File: config.mk
export PLATFORM = sky130hd
export DESIGN_NAME = pipeline_hazard_controller_flat
export DESIGN_NICKNAME = d
export VERILOG_FILES = /design/src/rtl/hazard_pkg.sv /design/src/rtl/pipeline_hazard_controller_if.sv /design/src/rtl/hazard_perf_counters.sv /design/src/rtl/pipeline_hazard_controller.sv /design/src/flat_wrapper.sv
export SDC_FILE = /design/constraint.sdc
export NUM_CORES = 1
export LEC_CHECK = 0
export ABC_CLOCK_PERIOD_IN_PS = 3700
export BUFFER_PORTS_ARGS = -buffer_cell sky130_fd_sc_hd__buf_2
export CELL_PAD_IN_SITES_DETAIL_PLACEMENT = 0
export CELL_PAD_IN_SITES_GLOBAL_PLACEMENT = 1
export CORE_ASPECT_RATIO = 1.1
export CORE_UTILIZATION = 31
export CTS_BUF_LIST = sky130_fd_sc_hd__clkbuf_4 sky130_fd_sc_hd__clkbuf_8
export CTS_CLUSTER_SIZE = 14
export DETAILED_ROUTE_END_ITERATION = 10
export HOLD_SLACK_MARGIN = 0.05
export PLACE_DENSITY_LB_ADDON = 0.1
export SYNTH_ARGS = -nofsm -noshare
export SYNTH_HDL_FRONTEND = slang
export SYNTH_HIERARCHICAL = 1
export SYNTH_SLANG_ARGS = --single-unit
File: constraint.sdc
create_clock -name clk -period 3.7 [get_ports clk]
set_input_delay 0.185 -clock clk [delete_from_list [all_inputs] [get_ports clk]]
set_output_delay 0.185 -clock clk [all_outputs]
set_load 0.01 [all_outputs]
File: src/rtl/hazard_pkg.sv
// rtl/hazard_pkg.sv - shared types and constants for the pipeline hazard controller
// FSM state encoding, pipeline NOP encoding and the per-stage enable/flush bundle.
package hazard_pkg;

   typedef enum logic [1:0] {
      RUN      = 2'd0,
      STALL    = 2'd1,
      MEM_WAIT = 2'd2
   } hz_state_t;

   // addi x0, x0, 0
   localparam logic [31:0] HZ_NOP_INSTR = 32'h00000013;

   typedef struct packed {
      logic pcWe;
      logic ifidWe;
      logic idexWe;
      logic exmemWe;
      logic memwbWe;
      logic ifidFlush;
      logic idexFlush;
   } stage_ctrl_t;

   localparam stage_ctrl_t CTRL_NORMAL = '{pcWe: 1'b1, ifidWe: 1'b1, idexWe: 1'b1, exmemWe: 1'b1,
                                           memwbWe: 1'b1, ifidFlush: 1'b0, idexFlush: 1'b0};
   localparam stage_ctrl_t CTRL_BUBBLE = '{pcWe: 1'b0, ifidWe: 1'b0, idexWe: 1'b1, exmemWe: 1'b1,
                                           memwbWe: 1'b1, ifidFlush: 1'b0, idexFlush: 1'b1};
   localparam stage_ctrl_t CTRL_BRANCH = '{pcWe: 1'b1, ifidWe: 1'b1, idexWe: 1'b1, exmemWe: 1'b1,
                                           memwbWe: 1'b1, ifidFlush: 1'b1, idexFlush: 1'b1};
   localparam stage_ctrl_t CTRL_FREEZE = '{pcWe: 1'b0, ifidWe: 1'b0, idexWe: 1'b0, exmemWe: 1'b0,
                                           memwbWe: 1'b0, ifidFlush: 1'b0, idexFlush: 1'b0};
   localparam stage_ctrl_t CTRL_RESET  = '{pcWe: 1'b0, ifidWe: 1'b0, idexWe: 1'b0, exmemWe: 1'b0,
                                           memwbWe: 1'b0, ifidFlush: 1'b1, idexFlush: 1'b1};

endpackage

File: src/rtl/pipeline_hazard_controller_if.sv
// rtl/pipeline_hazard_controller_if.sv - hazard inputs and stage enable/flush outputs
// master: pipeline side driving hazard information; slave: the hazard controller.
interface pipeline_hazard_controller_if #(
   parameter int REG_ADDR_W = 5
);
   logic [REG_ADDR_W-1:0] id_rs1;
   logic [REG_ADDR_W-1:0] id_rs2;
   logic                  id_uses_rs1;
   logic                  id_uses_rs2;
   logic [REG_ADDR_W-1:0] ex_rd;
   logic                  ex_mem_read;
   logic                  ex_branch_taken;
   logic                  mem_busy;
   logic                  pc_we;
   logic                  ifid_we;
   logic                  idex_we;
   logic                  exmem_we;
   logic                  memwb_we;
   logic                  ifid_flush;
   logic                  idex_flush;
   logic [1:0]            state_o;

   modport master (
      output id_rs1, id_rs2, id_uses_rs1, id_uses_rs2, ex_rd, ex_mem_read, ex_branch_taken, mem_busy,
      input  pc_we, ifid_we, idex_we, exmem_we, memwb_we, ifid_flush, idex_flush, state_o
   );

   modport slave (
      input  id_rs1, id_rs2, id_uses_rs1, id_uses_rs2, ex_rd, ex_mem_read, ex_branch_taken, mem_busy,
      output pc_we, ifid_we, idex_we, exmem_we, memwb_we, ifid_flush, idex_flush, state_o
   );

endinterface

File: src/rtl/hazard_perf_counters.sv
// rtl/hazard_perf_counters.sv - wrapping cycle counters for stall, flush and memory-wait events
// Each counter advances by one on a cycle where its strobe is high.
module hazard_perf_counters #(
   parameter int CNT_W = 32
) (
   input  logic             clk,
   input  logic             reset,
   input  logic             stallInc,
   input  logic             flushInc,
   input  logic             memwaitInc,
   output logic [CNT_W-1:0] stallCnt,
   output logic [CNT_W-1:0] flushCnt,
   output logic [CNT_W-1:0] memwaitCnt
);

   always_ff @(posedge clk) begin
      if (reset) begin
         stallCnt   <= '0;
         flushCnt   <= '0;
         memwaitCnt <= '0;
      end else begin
         if (stallInc)   stallCnt   <= stallCnt + 1'b1;
         if (flushInc)   flushCnt   <= flushCnt + 1'b1;
         if (memwaitInc) memwaitCnt <= memwaitCnt + 1'b1;
      end
   end

endmodule

File: src/rtl/pipeline_hazard_controller.sv
// rtl/pipeline_hazard_controller.sv - load-use stall, memory freeze and branch flush sequencer
// Optional performance counters are built when HAZARD_PERF_CNT_EN is defined.
module pipeline_hazard_controller
   import hazard_pkg::*;
#(
   parameter int REG_ADDR_W     = 5,
   parameter int LOAD_USE_STALL = 1,
   parameter int CNT_W          = 32
) (
   input  logic                      clk,
   input  logic                      reset,
   pipeline_hazard_controller_if.slave hz
`ifdef HAZARD_PERF_CNT_EN
   ,
   output logic [CNT_W-1:0]          perf_stall_cnt,
   output logic [CNT_W-1:0]          perf_flush_cnt,
   output logic [CNT_W-1:0]          perf_memwait_cnt
`endif
);

   localparam logic [2:0] StallLoad = 3'(LOAD_USE_STALL - 1);

   hz_state_t   state;
   hz_state_t   nextState;
   hz_state_t   evalState;
   logic [2:0]  scnt;
   logic [2:0]  nextScnt;
   logic        lu;
   logic        bubbleCyc;
   logic        flushCyc;
   stage_ctrl_t ctrl;

   assign lu = hz.ex_mem_read && (hz.ex_rd != '0) &&
               ((hz.id_uses_rs1 && (hz.ex_rd == hz.id_rs1)) ||
                (hz.id_uses_rs2 && (hz.ex_rd == hz.id_rs2)));

   always_ff @(posedge clk) begin
      if (reset) begin
         state <= RUN;
         scnt  <= '0;
      end else begin
         state <= nextState;
         scnt  <= nextScnt;
      end
   end

   always_comb begin
      ctrl      = CTRL_NORMAL;
      nextState = RUN;
      nextScnt  = scnt;
      bubbleCyc = 1'b0;
      flushCyc  = 1'b0;

      // Leaving MEM_WAIT behaves exactly like the state that was frozen.
      evalState = state;
      if (state == MEM_WAIT) begin
         evalState = (scnt != '0) ? STALL : RUN;
      end

      case (evalState)
         RUN: begin
            nextScnt = '0;
            if (hz.ex_branch_taken) begin
               ctrl     = CTRL_BRANCH;
               flushCyc = 1'b1;
            end else if (lu) begin
               ctrl      = CTRL_BUBBLE;
               bubbleCyc = 1'b1;
               if (LOAD_USE_STALL > 1) begin
                  nextState = STALL;
                  nextScnt  = StallLoad;
               end
            end
         end
         STALL: begin
            if (hz.ex_branch_taken) begin
               ctrl      = CTRL_BRANCH;
               flushCyc  = 1'b1;
               nextScnt  = '0;
            end else begin
               ctrl      = CTRL_BUBBLE;
               bubbleCyc = 1'b1;
               if (scnt <= 3'd1) begin
                  nextScnt = '0;
               end else begin
                  nextScnt  = scnt - 3'd1;
                  nextState = STALL;
               end
            end
         end
         default: begin
            nextState = RUN;
            nextScnt  = '0;
         end
      endcase

      if (hz.mem_busy) begin
         ctrl      = CTRL_FREEZE;
         bubbleCyc = 1'b0;
         flushCyc  = 1'b0;
         nextState = MEM_WAIT;
         nextScnt  = scnt;
      end

      if (!(state inside {RUN, STALL, MEM_WAIT})) begin
         nextState = RUN;
         nextScnt  = '0;
      end

      if (reset) begin
         ctrl      = CTRL_RESET;
         bubbleCyc = 1'b0;
         flushCyc  = 1'b0;
      end
   end

   assign hz.pc_we      = ctrl.pcWe;
   assign hz.ifid_we    = ctrl.ifidWe;
   assign hz.idex_we    = ctrl.idexWe;
   assign hz.exmem_we   = ctrl.exmemWe;
   assign hz.memwb_we   = ctrl.memwbWe;
   assign hz.ifid_flush = ctrl.ifidFlush;
   assign hz.idex_flush = ctrl.idexFlush;
   assign hz.state_o    = state;

`ifdef HAZARD_PERF_CNT_EN
   hazard_perf_counters #(
      .CNT_W (CNT_W)
   ) uPerf (
      .clk        (clk),
      .reset      (reset),
      .stallInc   (bubbleCyc),
      .flushInc   (flushCyc),
      .memwaitInc (hz.mem_busy && !reset),
      .stallCnt   (perf_stall_cnt),
      .flushCnt   (perf_flush_cnt),
      .memwaitCnt (perf_memwait_cnt)
   );
`else
   logic unusedStrobes;
   assign unusedStrobes = bubbleCyc ^ flushCyc;
`endif

endmodule
File: src/flat_wrapper.sv
// flat-port wrapper written by rule: the top's interface ports become plain ports
module pipeline_hazard_controller_flat import hazard_pkg::*;
#(
   parameter int REG_ADDR_W     = 5,
   parameter int LOAD_USE_STALL = 1,
   parameter int CNT_W          = 32
)
  (clk, reset, hz_id_rs1, hz_id_rs2, hz_id_uses_rs1, hz_id_uses_rs2, hz_ex_rd, hz_ex_mem_read, hz_ex_branch_taken, hz_mem_busy, hz_pc_we, hz_ifid_we, hz_idex_we, hz_exmem_we, hz_memwb_we, hz_ifid_flush, hz_idex_flush, hz_state_o);
  pipeline_hazard_controller_if #(.REG_ADDR_W(REG_ADDR_W)) hz_i ();
  input  logic clk;
  input  logic reset;
  input wire logic [$bits(hz_i.id_rs1)-1:0] hz_id_rs1;
  input wire logic [$bits(hz_i.id_rs2)-1:0] hz_id_rs2;
  input wire logic [$bits(hz_i.id_uses_rs1)-1:0] hz_id_uses_rs1;
  input wire logic [$bits(hz_i.id_uses_rs2)-1:0] hz_id_uses_rs2;
  input wire logic [$bits(hz_i.ex_rd)-1:0] hz_ex_rd;
  input wire logic [$bits(hz_i.ex_mem_read)-1:0] hz_ex_mem_read;
  input wire logic [$bits(hz_i.ex_branch_taken)-1:0] hz_ex_branch_taken;
  input wire logic [$bits(hz_i.mem_busy)-1:0] hz_mem_busy;
  output wire logic [$bits(hz_i.pc_we)-1:0] hz_pc_we;
  output wire logic [$bits(hz_i.ifid_we)-1:0] hz_ifid_we;
  output wire logic [$bits(hz_i.idex_we)-1:0] hz_idex_we;
  output wire logic [$bits(hz_i.exmem_we)-1:0] hz_exmem_we;
  output wire logic [$bits(hz_i.memwb_we)-1:0] hz_memwb_we;
  output wire logic [$bits(hz_i.ifid_flush)-1:0] hz_ifid_flush;
  output wire logic [$bits(hz_i.idex_flush)-1:0] hz_idex_flush;
  output wire logic [$bits(hz_i.state_o)-1:0] hz_state_o;
  assign hz_i.id_rs1 = hz_id_rs1;
  assign hz_i.id_rs2 = hz_id_rs2;
  assign hz_i.id_uses_rs1 = hz_id_uses_rs1;
  assign hz_i.id_uses_rs2 = hz_id_uses_rs2;
  assign hz_i.ex_rd = hz_ex_rd;
  assign hz_i.ex_mem_read = hz_ex_mem_read;
  assign hz_i.ex_branch_taken = hz_ex_branch_taken;
  assign hz_i.mem_busy = hz_mem_busy;
  assign hz_pc_we = hz_i.pc_we;
  assign hz_ifid_we = hz_i.ifid_we;
  assign hz_idex_we = hz_i.idex_we;
  assign hz_exmem_we = hz_i.exmem_we;
  assign hz_memwb_we = hz_i.memwb_we;
  assign hz_ifid_flush = hz_i.ifid_flush;
  assign hz_idex_flush = hz_i.idex_flush;
  assign hz_state_o = hz_i.state_o;
  pipeline_hazard_controller #(.REG_ADDR_W(REG_ADDR_W), .LOAD_USE_STALL(LOAD_USE_STALL), .CNT_W(CNT_W)) u_core (.clk(clk), .reset(reset), .hz(hz_i));
endmodule
==> results <==
- The run finished with clean final reports.
- The aggregate routed wire length is approximately 1200 um.
- The category of the worst setup path launch point is a flip-flop.
- The post-route setup TNS is 0 ns.
- The placement-stage cell area is around 640 um2.
- The type of the worst setup path is reg -> out.
- The post-layout net count is around 120.
- The half-perimeter wire length after detailed placement is around 1000 um.
- The worst hold path begins at reset.
- The global-route congestion overflow total is 0.
- The TritonCTS clock tree is done.
- The tool flagged a number of max-cap violations equal to 0.
- The area enclosed by the die boundary is between 1500 and 2000 um2.
- The number of hold buffers added after CTS was 0.
- The ratio of total power to cell area is 245 nW/um2.
- The count of clock tree sinks is 5.
- The total setup buffers inserted after CTS is 0.
- The post-cts repair resize count is 0.
- The count of buffers added on input and output ports is 30.
- The element type at the critical path end is an output port.
- The largest driver fanout on the critical path is 5.
- The area added between synthesis and finish is 35.5%.
- The number of DRC markers after the initial detailed-route iteration is 3.
- The required time reported for the critical path endpoint is 3.51 ns.
- The worst hold path endpoint is u_core/hz.state_o[0].
- The leakage power is 0.335 nW.
- The die is between 40 and 50 um wide.
- Setup violations remaining at the end of the flow were counted as 0.
- The worst register-to-register path ends at u_core/scnt[0].
- Synthesis produced a netlist whose cell count is a little over 60.
- The portion of the post-synthesis area used by sequential elements is 0.203.
- Setup slack on the worst reg-to-reg path comes out at around 2.2 ns.
- Subtracting the final worst setup slack from the clock period gives ~1.8 ns.
- Along the worst hold path, the cell count comes to 2.
- The total CTS buffers is 3.
- The number of unique standard cell types used by synthesis is 27.
- The slew at the pin closest to its max-slew limit is approximately 0.37 ns.
- In this run the mean area of a mapped cell was ~8.1 um2.
- The share of the clock period used by the worst path is 0.486.
- The number of remaining DRC errors is 0.
- The worst min-delay path class is in -> reg.
- The total routing usage reported by global routing is 0.163.
- After clock tree synthesis, the clock-pin slew on the worst setup and hold paths is 0.05 ns.
- Setup repair after global routing left no endpoint under its margin.
- The core area is 1420 um2.
- The maximum root-to-sink buffer count is 2.
- The number of global-route vias before repair came to 482.
- The endpoint arrival time on the critical path is 1.61 ns.
- Static timing analysis puts the maximum clock frequency at roughly 560 MHz.
- The number of vias per cell after detailed routing is roughly 5.
- The worst-skew pair later-pin latency is between 0.2 and 0.3 ns.
- The initial antenna violation count is 0.
- The first global-routing pass estimated approximately 1900 um of wire.
- The count of TritonRoute iterations in the first routing pass is 3.
- The final estimated routing congestion in global placement is slightly below 0.7.
- The root buffer cell chosen for the clock tree is clkbuf_4.
- The count of endpoints failing hold in the final timing report came to 0.
- Row generation in the floorplan step produced 14 rows.
- The number of filler instances in the final layout is 160.
- 31 I/O pins were placed.
- The routed via count is around 540.
- The flip-flop and latch count after synthesis is 5.
- The die is 43.8 um tall.
- After routing the design area is between 600 and 700 um2.
- The layout cell share with drive strength beyond 1 is 0.391.
- The worst ir drop on vdd is around 0.00014 V.
- The count of nets left with antenna violations once routing finished came out at 0.
- The initial utilization of the core area, before any placement, comes to 0.347.
- The path depth of the worst reg2reg path is 6.
- The area of the mapped netlist is between 400 and 500 um2.
- The number of nets in the synthesized netlist is between 80 and 90.
- The startpoint of the worst register-to-register path is u_core/scnt[0].
- The final routed wire length divided by cell count is ~11 um.
- The worst-case clock skew is 0.00643 ns.
- For this run, the number of Yosys warnings is 6.
- The critical path starts at u_core/scnt[0].
- The pin count of the biggest net entering global routing is 8.
- The worst-case headroom to the max-slew limit is 0.751.
- The number of levels in the clock H-tree is 1.
- The number of pins with negative max-slew slack in the final report was 0.
- The antenna cell count is 0.
-- metrics by stage --
stage | utilization | hold WS (ns) | cells | total power, W | worst slack [ns]
finish | 0.471 | 0.206 | 108 | 0.000164 | 1.90
global route | 0.471 | 0.214 | 108 | 0.000178 | 1.80
CTS | 0.471 | 0.195 | 108 | 0.000168 | 1.88
detailed placement | 0.451 | 0.468 | 104 | 0.000101 | 2.15
global placement | 0.451 | 0.466 | 104 | 0.000100 | 2.15
floorplan | - | 0.264 | 61 | 0.0000791 | 2.23
-- flip-flops by register name (all words and copies together), names as in the netlist --
signal,cells
u_core/hz.state_o,2
u_core/scnt,3
-- worst max-delay path, cell delays in order (launching register included) --
cell	delay [ns]
dfxtp_1	0.41
inv_1	0.09
ha_1	0.20
nand2b_1	0.08
a21oi_1	0.08
a31o_1	0.21
a31oi_1	0.14
buf_2	0.15
-- routing by layer --
metal  track usage  share of wire
met1         0.225           0.47
met2         0.226           0.46
met3        0.0769          0.073
met4        0.0414              0
met5             0              0
-- worst max path at each step --
stage / to / slack [ns] / cells after the start
6_report: hz_idex_flush / 1.90 / 7
4_1_cts: hz_idex_flush / 1.88 / 7
5_1_grt: hz_idex_flush / 1.80 / 7
2_1_floorplan: hz_pc_we / 2.23 / 4
3_3_place_gp: hz_ifid_we / 2.15 / 6
3_5_place_dp: hz_ifid_we / 2.15 / 6
-- cell usage after synthesis (all sizes together) --
master	instances	area, um2
a21o	4	30.0
nor3	2	10.0
nor3b	1	7.51
a31oi	2	12.5
xnor2	2	17.5
nand4b	1	8.76
o41ai	1	8.76
buf	3	22.5
ha	3	37.5
o21ai	1	8.76
a32oi	2	17.5
or2b	1	7.51
nor4	2	12.5
and2	1	6.26
a21oi	3	15.0
o21bai	1	7.51
nand3	1	5.00
inv	3	11.3
a31o	1	8.76
nand4	1	6.26
xor2	8	70.1
nand2b	1	6.26
nor2	6	22.5
o211a	1	10.0
nand2	3	11.3
dfxtp	5	100
or4	1	11.3
-- cells in the final DEF (no fill, tap or decap), types with 2 or more instances in the layout --
cell type,n
clkbuf_4,3
a31oi_1,2
nand2_1,3
xnor2_1,2
nor4_1,2
a32oi_1,2
a21oi_1,3
dfxtp_1,5
inv_1,3
xor2_1,8
nor2_1,6
a21o_1,4
ha_1,3
nor3_1,2
buf_2,30
-- report_power, final --
| group | switching (W) | internal, W | total (W) |
|---|---|---|---|
| Combinational | 0.0000219 | 0.0000217 | 0.0000437 |
| Clock | 0.0000255 | 0.0000393 | 0.0000647 |
| Sequential | 0.000000940 | 0.0000546 | 0.0000555 |
| Total | 0.0000483 | 0.000116 | 0.000164 |
-- final cells by class --
class | instances | area (um2) | area share
well taps | 16 | 20.0 | 0.0300
inverters | 3 | 11.3 | 0.0169
flip-flops and latches | 5 | 100 | 0.150
repair buffers | 30 | 150 | 0.225
clock inverters | 1 | 5.00 | 0.00749
clock buffers | 3 | 22.5 | 0.0337
multi-input cells | 50 | 359 | 0.537
-- cell families (layout without fill, tap and decap cells) --
kind of cell               count (synthesis)  count (layout)  synth area share
and+or+nand+nor                           21              21             0.234
AOI/OAI and AO/OA                         16              16             0.241
xor gates and xnor gates                  10              10             0.178
buffers and inverters                      6              37            0.0685
DFF                                        5               5             0.203
adders and majority gates                  3               3            0.0762
(Power assumes the default switching activity.)
